File: config.mk
export PLATFORM = sky130hd
export DESIGN_NAME = rv32_bus_arbiter
export DESIGN_NICKNAME = d
export VERILOG_FILES = /design/src/rtl/rv32_bus_pkg.sv /design/src/rtl/rv32_rr_select.sv /design/src/rtl/rv32_bus_arbiter.sv
export SDC_FILE = /design/constraint.sdc
export NUM_CORES = 1
export LEC_CHECK = 0
export BUFFER_PORTS_ARGS = -buffer_cell sky130_fd_sc_hd__clkbuf_2
export CAP_MARGIN = 20
export CORE_MARGIN = 5
export CORE_UTILIZATION = 42
export DETAILED_ROUTE_END_ITERATION = 10
export PLACE_DENSITY = 0.78
export SYNTH_ARGS = -nofsm -noshare
export SYNTH_HDL_FRONTEND = slang
export SYNTH_SLANG_ARGS = --single-unit
File: constraint.sdc
create_clock -name clk -period 1.7 [get_ports clk]
set_input_delay 0.17 -clock clk [delete_from_list [all_inputs] [get_ports clk]]
set_output_delay 0.17 -clock clk [all_outputs]
set_load 0.05 [all_outputs]
File: src/rtl/rv32_bus_pkg.sv
// Shared types for the RV32 bus arbiter: controller states and the request
// captured from the winning master.
package rv32_bus_pkg;

    typedef enum logic [1:0] {
        ST_IDLE = 2'd0,
        ST_BUSY = 2'd1,
        ST_RESP = 2'd2
    } arb_state_e;

    typedef struct packed {
        logic        read;
        logic [3:0]  mask;
        logic [31:0] address;
        logic [31:0] wdata;
    } bus_req_t;

    localparam logic [31:0] TIMEOUT_RDATA = 32'hFFFF_FFFF;

    localparam bus_req_t BUS_REQ_IDLE = '{
        read:    1'b0,
        mask:    4'h0,
        address: 32'h0000_0000,
        wdata:   32'h0000_0000
    };

    // A master asks for the bus with a read strobe or any write byte lane.
    function automatic logic is_request(input logic read, input logic [3:0] mask);
        return read | (|mask);
    endfunction

endpackage

File: src/rtl/rv32_rr_select.sv
// Winner selection for the bus arbiter: fixed priority (lowest index) or
// round-robin starting one above the previous grant.
module rv32_rr_select #(
    parameter int  PORTS       = 2,
    parameter int  ROUND_ROBIN = 1,
    localparam int IDXW        = $clog2(PORTS)
) (
    input  logic [PORTS-1:0] req_i,
    input  logic [IDXW-1:0]  last_i,
    output logic             valid_o,
    output logic [IDXW-1:0]  idx_o
);

    logic [IDXW-1:0] idx_s;
    logic [IDXW-1:0] cand_s;

    // Scan from the lowest-priority candidate upward so the highest-priority requester is written last.
    always_comb begin
        idx_s  = '0;
        cand_s = '0;
        if (ROUND_ROBIN != 0) begin
            for (int k = PORTS; k >= 1; k--) begin
                cand_s = IDXW'((int'(last_i) + k) % PORTS);
                idx_s  = req_i[cand_s] ? cand_s : idx_s;
            end
        end else begin
            for (int k = PORTS - 1; k >= 0; k--) begin
                idx_s = req_i[k] ? IDXW'(k) : idx_s;
            end
        end
    end

    assign valid_o = |req_i;
    assign idx_o   = idx_s;

endmodule

File: src/rtl/rv32_bus_arbiter.sv
// Multi-master RV32 bus arbiter: grants one master at a time, forwards its
// request to the bus, and returns a one-cycle completion (or timeout) pulse.
module rv32_bus_arbiter
    import rv32_bus_pkg::*;
#(
    parameter int  PORTS       = 2,
    parameter int  ROUND_ROBIN = 1,
    parameter int  TIMEOUT     = 255,
    localparam int IDXW        = $clog2(PORTS),
    localparam int CNTW        = $clog2(TIMEOUT + 1)
) (
    input  logic                  clk,
    input  logic                  reset_n,
    input  logic [PORTS-1:0]      m_read_in,
    input  logic [PORTS-1:0][3:0] m_write_mask_in,
    input  logic [PORTS-1:0][31:0] m_address_in,
    input  logic [PORTS-1:0][31:0] m_write_value_in,
    output logic [PORTS-1:0]      m_ready_out,
    output logic [PORTS-1:0]      m_error_out,
    output logic [31:0]           m_read_value_out,
    output logic                  read_out,
    output logic [3:0]            write_mask_out,
    output logic [31:0]           address_out,
    output logic [31:0]           write_value_out,
    input  logic [31:0]           read_value_in,
    input  logic                  ready_in
);

    arb_state_e       state_q, state_d;
    logic [IDXW-1:0]  grant_q, grant_d;
    logic [IDXW-1:0]  last_q, last_d;
    bus_req_t         req_q, req_d;
    logic [CNTW-1:0]  wait_q, wait_d;
    logic [31:0]      rdata_q, rdata_d;
    logic [PORTS-1:0] ready_q, ready_d;
    logic [PORTS-1:0] err_q, err_d;

    logic [PORTS-1:0] req_vec_s;
    logic [PORTS-1:0] grant_onehot_s;
    logic             sel_valid_s;
    logic [IDXW-1:0]  sel_idx_s;

    // Collapse each master's read strobe and write lanes into one request bit.
    always_comb begin
        req_vec_s = '0;
        for (int i = 0; i < PORTS; i++) begin
            req_vec_s[i] = is_request(m_read_in[i], m_write_mask_in[i]);
        end
    end

    rv32_rr_select #(
        .PORTS       (PORTS),
        .ROUND_ROBIN (ROUND_ROBIN)
    ) u_select (
        .req_i   (req_vec_s),
        .last_i  (last_q),
        .valid_o (sel_valid_s),
        .idx_o   (sel_idx_s)
    );

    assign grant_onehot_s = PORTS'(1'b1) << grant_q;

    // Next-state logic; the bus request register doubles as the bus output and is blanked outside BUSY.
    always_comb begin
        state_d = state_q;
        grant_d = grant_q;
        last_d  = last_q;
        req_d   = req_q;
        wait_d  = wait_q;
        rdata_d = rdata_q;
        ready_d = ready_q;
        err_d   = err_q;
        case (state_q)
            ST_IDLE: begin
                if (sel_valid_s) begin
                    state_d       = ST_BUSY;
                    grant_d       = sel_idx_s;
                    req_d.read    = m_read_in[sel_idx_s];
                    req_d.mask    = m_write_mask_in[sel_idx_s];
                    req_d.address = m_address_in[sel_idx_s];
                    req_d.wdata   = m_write_value_in[sel_idx_s];
                    wait_d        = '0;
                end else begin
                    state_d = ST_IDLE;
                end
            end
            ST_BUSY: begin
                if (ready_in) begin
                    rdata_d = req_q.read ? read_value_in : 32'h0000_0000;
                    ready_d = grant_onehot_s;
                    err_d   = '0;
                    req_d   = BUS_REQ_IDLE;
                    state_d = ST_RESP;
                end else if (wait_q == CNTW'(TIMEOUT)) begin
                    rdata_d = TIMEOUT_RDATA;
                    ready_d = grant_onehot_s;
                    err_d   = grant_onehot_s;
                    req_d   = BUS_REQ_IDLE;
                    state_d = ST_RESP;
                end else begin
                    wait_d = wait_q + CNTW'(1'b1);
                end
            end
            ST_RESP: begin
                ready_d = '0;
                err_d   = '0;
                last_d  = grant_q;
                state_d = ST_IDLE;
            end
            default: begin
                req_d   = BUS_REQ_IDLE;
                ready_d = '0;
                err_d   = '0;
                state_d = ST_IDLE;
            end
        endcase
    end

    // State and output registers; reset drops any in-flight transfer without a completion pulse.
    always_ff @(posedge clk or negedge reset_n) begin
        if (!reset_n) begin
            state_q <= ST_IDLE;
            grant_q <= '0;
            last_q  <= '0;
            req_q   <= BUS_REQ_IDLE;
            wait_q  <= '0;
            rdata_q <= 32'h0000_0000;
            ready_q <= '0;
            err_q   <= '0;
        end else begin
            state_q <= state_d;
            grant_q <= grant_d;
            last_q  <= last_d;
            req_q   <= req_d;
            wait_q  <= wait_d;
            rdata_q <= rdata_d;
            ready_q <= ready_d;
            err_q   <= err_d;
        end
    end

    assign m_ready_out      = ready_q;
    assign m_error_out      = err_q;
    assign m_read_value_out = rdata_q;
    assign read_out         = req_q.read;
    assign write_mask_out   = req_q.mask;
    assign address_out      = req_q.address;
    assign write_value_out  = req_q.wdata;

endmodule
# After elaboration in Yosys (flattened, before gate mapping)

Index checks and enable logic that the tools add are counted.

Input port bits: 173
Bits in registers: 117
Logic and storage cells: 74

Magnitude comparators: 3
Muxes and demuxes: 34
Shift operators: 1
Bitwise logic cells: 4
Add/sub/neg operators: 3
Equality and inequality tests: 7
Reduce and logical (&&, ||, !) cells: 11

Operators by type and width:

| cell                | number |
|---|---|
| $mux 32             | 7 |
| $mux 69             | 3 |
| $pmux 69 s3         | 1 |
| $mux 8              | 3 |
| $pmux 8 s2          | 1 |
| $pmux 2 s2          | 3 |
| $mux 2              | 5 |
| $mux 1              | 9 |
| $add 8x1->8 const B | 1 |
| $eq 8x8->1 const B  | 1 |
| $mux 4              | 2 |
| $reduce_or 4->1     | 2 |
| $lt 1x2->1 const B  | 3 |
| $ne 2x2->1 const B  | 3 |
| $reduce_and 2->1    | 3 |
| $reduce_and 4->1    | 1 |
| $reduce_bool 2->1   | 2 |
| $ne 3x3->1 const B  | 1 |
| $reduce_and 3->1    | 1 |
| $add 1x1->1 const B | 2 |
| $eq 2x1->1 const B  | 1 |
| $eq 2x2->1 const B  | 1 |
| $logic_not 2->1     | 1 |
| $not 1->1           | 2 |
| 3 further kinds     | 4 |

# Logic depth before layout (Yosys ltp)

Word-level depth: 10
Gate-level depth with buffers: 7
Gate-level depth less buffers: 6

# Cells and area by module

Synthesis repeated with hierarchy kept, for this count alone.

Cell total of the unflattened synthesis: 424
Area, all modules: 5310.1 um^2

Modules (own cells, without submodules):

| module           | sequential area each (um^2) | area each (um^2) | cells an instance | instances |
|---|---|---|---|---|
| rv32_bus_arbiter | 2927.8                      | 5296.3           | 422               | 1 |
| rv32_rr_select   | 0.0                         | 13.8             | 2                 | 1 |

# Worst setup path after synthesis

OpenSTA, ideal clock, no wires.

Kind: register to register
Start point: reg wait_q[0]
End point: reg req_q, in the netlist address_out[27]
Cell stages (with the launch flop): 7
Slack: -127 ps
Required time: 1565 ps
Period minus slack after synthesis: 1827 ps
Path buffers: 1
Data arrival time: 1692 ps
Cells stage by stage: dfrtp_1 ha_1 nand4_1 o21a_1 a211oi_2 clkbuf_1 o211ai_1

Word-level cells in the longest chain between the ends: 3

Ends and longest elaborated chain:

| element                           | line                    | RTL |
|---|---|---|
| start: declaration                | rv32_bus_arbiter.sv:33  | `logic [CNTW-1:0] wait_q, wait_d;` |
| start signal: assignment          | rv32_bus_arbiter.sv:135 | `wait_q <= wait_d;` |
| $eq 8x8->1                        | rv32_bus_arbiter.sv:94  | `end else if (wait_q == CNTW'(TIMEOUT)) begin` |
| $ne 3x3->1 (no source line)       | -                       |  |
| $reduce_and 3->1 (no source line) | -                       |  |
| end signal: assignment            | rv32_bus_arbiter.sv:134 | `req_q <= req_d;` |
| end: declaration                  | rv32_bus_arbiter.sv:32  | `bus_req_t req_q, req_d;` |

Every way passes these cells.
A chain may end at the register's enable or synchronous reset.

# Worst setup path in the final report

Start point: reg wait_q[0]
End point: reg req_q, in the netlist write_value_out[9]

Same word-level chain as after synthesis.

==> impl_metrics.tcl <==
set metrics [dict create \
    fin_crit_sh_pct 101 \
    instances_no_fill 1116 \
    cp_slowest_cell "dfrtp_1" \
    synth_flop_cell "dfrtp_1" \
    setup_violations 7 \
    synth_top_area_share_pct 53.3 \
    power.internal_mw 8.02 \
    gp_congestion 0.853 \
    endpoint "write_value_out[9]" \
    cp-start-kind "flop" \
    path_max_fanout 7 \
    ant_nets 0 \
    reg2reg_to "write_value_out[9]" \
    rsz0062_at_grt "true" \
    first_pass_iters 5 \
    violations "negative setup slack" \
    yosys_warnings 0 \
    yosysMostFrequentCell "nand3_1" \
    power_density_nw_per_um2 1820 \
    clock.fmax_ghz 0.585 \
    cts_buffer_depth 2 \
    cts_inserted_buffers 17 \
    htree_levels 4 \
    globalRoute.totalOverflow 0 \
    syn_to_final_growth_pct 58.9 \
    drtIter0Drc 431 \
    hp-class "input pin to flop" \
    max_cap_violations 0 \
    yosysSeqAreaShare_pct 53.3 \
    startpoint "wait_q[0]" \
    p_seq_share_pct 27.7 \
    synth_common_cells "130 x nand3_1, 117 x dfrtp_1, 76 x inv_1" \
    wl_per_cell_microns 17.5 \
    syn_area_per_cell_sq_um 9.51 \
    path_cells "ha_2, nand4_1, o21a_1, a211oi_4, buf_6, clkbuf_16, o211ai_1" \
    ios 278 \
    r2r_cells 7 \
    p_comb_share_pct 50.9 \
    fin_crit_ns 1.71 \
    die_height_microns 124 \
    fin_nets 1105 \
    fin_skew_ns 0.0132 \
    core.rowCount 41 \
    drive_above_1_share_pct 42.2 \
    clock_latency_ns 0.41 \
    postPlaceCellArea_sq_um 7420 \
    r2r_start "wait_q[0]" \
    regToRegSetupSlack_ns -0.01 \
    final_core_util_pct 68.6 \
    grt_pass1_wl_microns 31000 \
    yosysUniqueCellTypes 38 \
    vias_per_cell 5.35 \
    async_flop_share_pct 100 \
    start_util_pct 43.2 \
    synth.ff_latch_count 117 \
    vdd_drop_max_v 0.00135 \
    cts_tree "done" \
    track_usage_pct 24.1 \
    netlist_top_cells_area "dfrtp_1 53%, nand3_1 12%, o211ai_1 7.5%, inv_1 5.2%, a2bb2oi_1 5.1%" \
    crit_required_ns 1.98 \
    drcViolationCount 0 \
    syn_inst 578 \
    clkPwrFrac_pct 21.4 \
    critPathBufInv 2 \
    p_leak_nw 4.26 \
    status "finished with violations" \
    dr_total_vias 5968 \
    path_delay_family "compound AO/OA/AOI/OAI gates" \
    core_area_sq_um 12700 \
    synth_area_sq_um 5490 \
    slew_headroom_pct 51.7 \
    die-width_microns 124 \
    cts_sinks 117 \
    grt_pass1_vias 6158 \
    fin_area_sq_um 8730 \
    portBuffers 277 \
    synth.largest_area_cell "dfrtp_1" \
    switchingPower_mw 7.86 \
    antenna_found_initial 0 \
    cts.clk_slew.worst_paths_ns 0.07 \
    tightest_slew_ns 0.725 \
    worst_ep_arrival_time_ns 1.99 \
    cpPeakStageDelay_ns 0.37 \
    root_buffer "clkbuf_16" \
    endpoint_kind "flop" \
    antennaDiodeCount 0 \
    hold_violations 0 \
    cp_num_cells 7 \
    synth_edf_count 0 \
    wl_microns 19600 \
    grt_max_degree 118 \
    final.setup.worst_slack_ns -0.0100 \
    drv_slew 0 \
    worstSetupPathType "flop to flop" \
    dieArea_sq_um 15500 \
    syn_nets 752 \
    swShare_pct 49.5 \
    dp_cells 1024 \
    dp_hpwl_microns 12500 \
]
[timing repair]
action,in CTS,in global routing
gates resized for setup,5,19
buffers inserted,2,5
gates cloned,0,6
endpoints found under the hold margin,163,0
endpoints found under the setup margin,78,103
hold buffers,47,0
pin swaps,2,2
[worst min-delay path, delay by kind of cell]
family | cells | cell delay [ns]
buffers and inverters | 1 | 0.08
AO/OA/AOI/OAI | 1 | 0.07
AND/OR/NAND/NOR | 1 | 0.07
[registers in the layout, summed over array words and instances (netlist names)]
register / count
address_out: 32
m_read_value_out: 32
write_value_out: 32
wait_q: 8
write_mask_out: 4
m_error_out: 2
m_ready_out: 2
state_q: 2
grant_q: 1
last_q: 1
read_out: 1
[layout by cell type (no fill, tap or decap), drive strengths merged]
| cell type | instances |
|---|---|
| or4 | 1 |
| a21oi | 10 |
| nand2 | 36 |
| o21ai | 14 |
| nor3b | 1 |
| and4bb | 1 |
| a2111oi | 2 |
| clkbuf | 298 |
| nor2 | 9 |
| a22o | 2 |
| and2 | 1 |
| buf | 55 |
| clkinv | 2 |
| mux2 | 1 |
| dfrtp | 117 |
| nor3 | 1 |
| or2 | 1 |
| inv | 87 |
| a21o | 1 |
| nand3 | 130 |
| o21bai | 3 |
| and3 | 1 |
| xor2 | 1 |
| dlygate4sd3 | 47 |
| ha | 1 |
| o32ai | 3 |
| o22ai | 5 |
| o21a | 2 |
| clkinvlp | 3 |
| mux2i | 4 |
| o211ai | 65 |
| nand4 | 3 |
| nor2b | 2 |
| a2bb2oi | 32 |
| a211oi | 2 |
[area by class of cell]
type                       count  area (sq um)
tap                          172           215
clock inverter                15           135
inverter                      77           292
multi-input combinational    335          2160
fill                         998          3990
timing repair buffer         383          2580
clock buffer                  17           425
sequential                   117          2930
[how the worst min path moves through the flow]
stage | startpoint | to | cells past startpoint
floorplan | reset_n | address_out[0] | 0
global placement | reset_n | write_mask_out[2] | 2
detailed placement | reset_n | write_mask_out[2] | 2
CTS | m_write_value_in[19] | write_value_out[19] | 3
global route | m_write_value_in[12] | write_value_out[12] | 3
finish | m_address_in[58] | address_out[26] | 3
[per-stage QoR]
| stage | worst slack [ns] | setup TNS (ns) | power (mW) | hold WS (ns) |
|---|---|---|---|---|
| final | -0.0100 | -0.0297 | 15.9 | 0.0109 |
| after global placement | -0.0831 | -3.56 | 11.9 | 0.317 |
| after detailed placement | -0.132 | -6.23 | 12.1 | 0.319 |
| after global routing | -0.0833 | -3.91 | 16.6 | 0.00699 |
| after floorplan | -0.0446 | -2.26 | 9.74 | -0.126 |
| after CTS | 0.00635 | 0 | 15.6 | 0.000238 |
[power by group through the flow]
stage	Clock [mW]	Combinational [mW]	Sequential, mW
global route	3.60	8.52	4.51
finish	3.39	8.08	4.40
detailed placement	0	7.69	4.38
CTS	3.45	7.81	4.37
global placement	0	7.56	4.38
floorplan	0	2.19	7.55
[cells by family (layout without fill, tap and decap cells)]
logic type	Yosys count	after routing	synth area share, %
fa+ha+maj	1	1	0.228
xor+xnor	1	1	0.159
mux	5	5	0.934
flops	117	117	53.3
compound gates	141	141	20.0
simple gates	187	187	16.5
buf+inv	126	492	8.95
[routing by layer]
metal	part of all wire, %	global-route usage (%)	vias up
li1	-	-	2757
met1	39	28.9	2858
met2	51	41.0	303
met3	7.7	6.86	50
met4	2.8	8.90	0
met5	0	0	-
No activity file was read; power rests on OpenSTA's default activity.
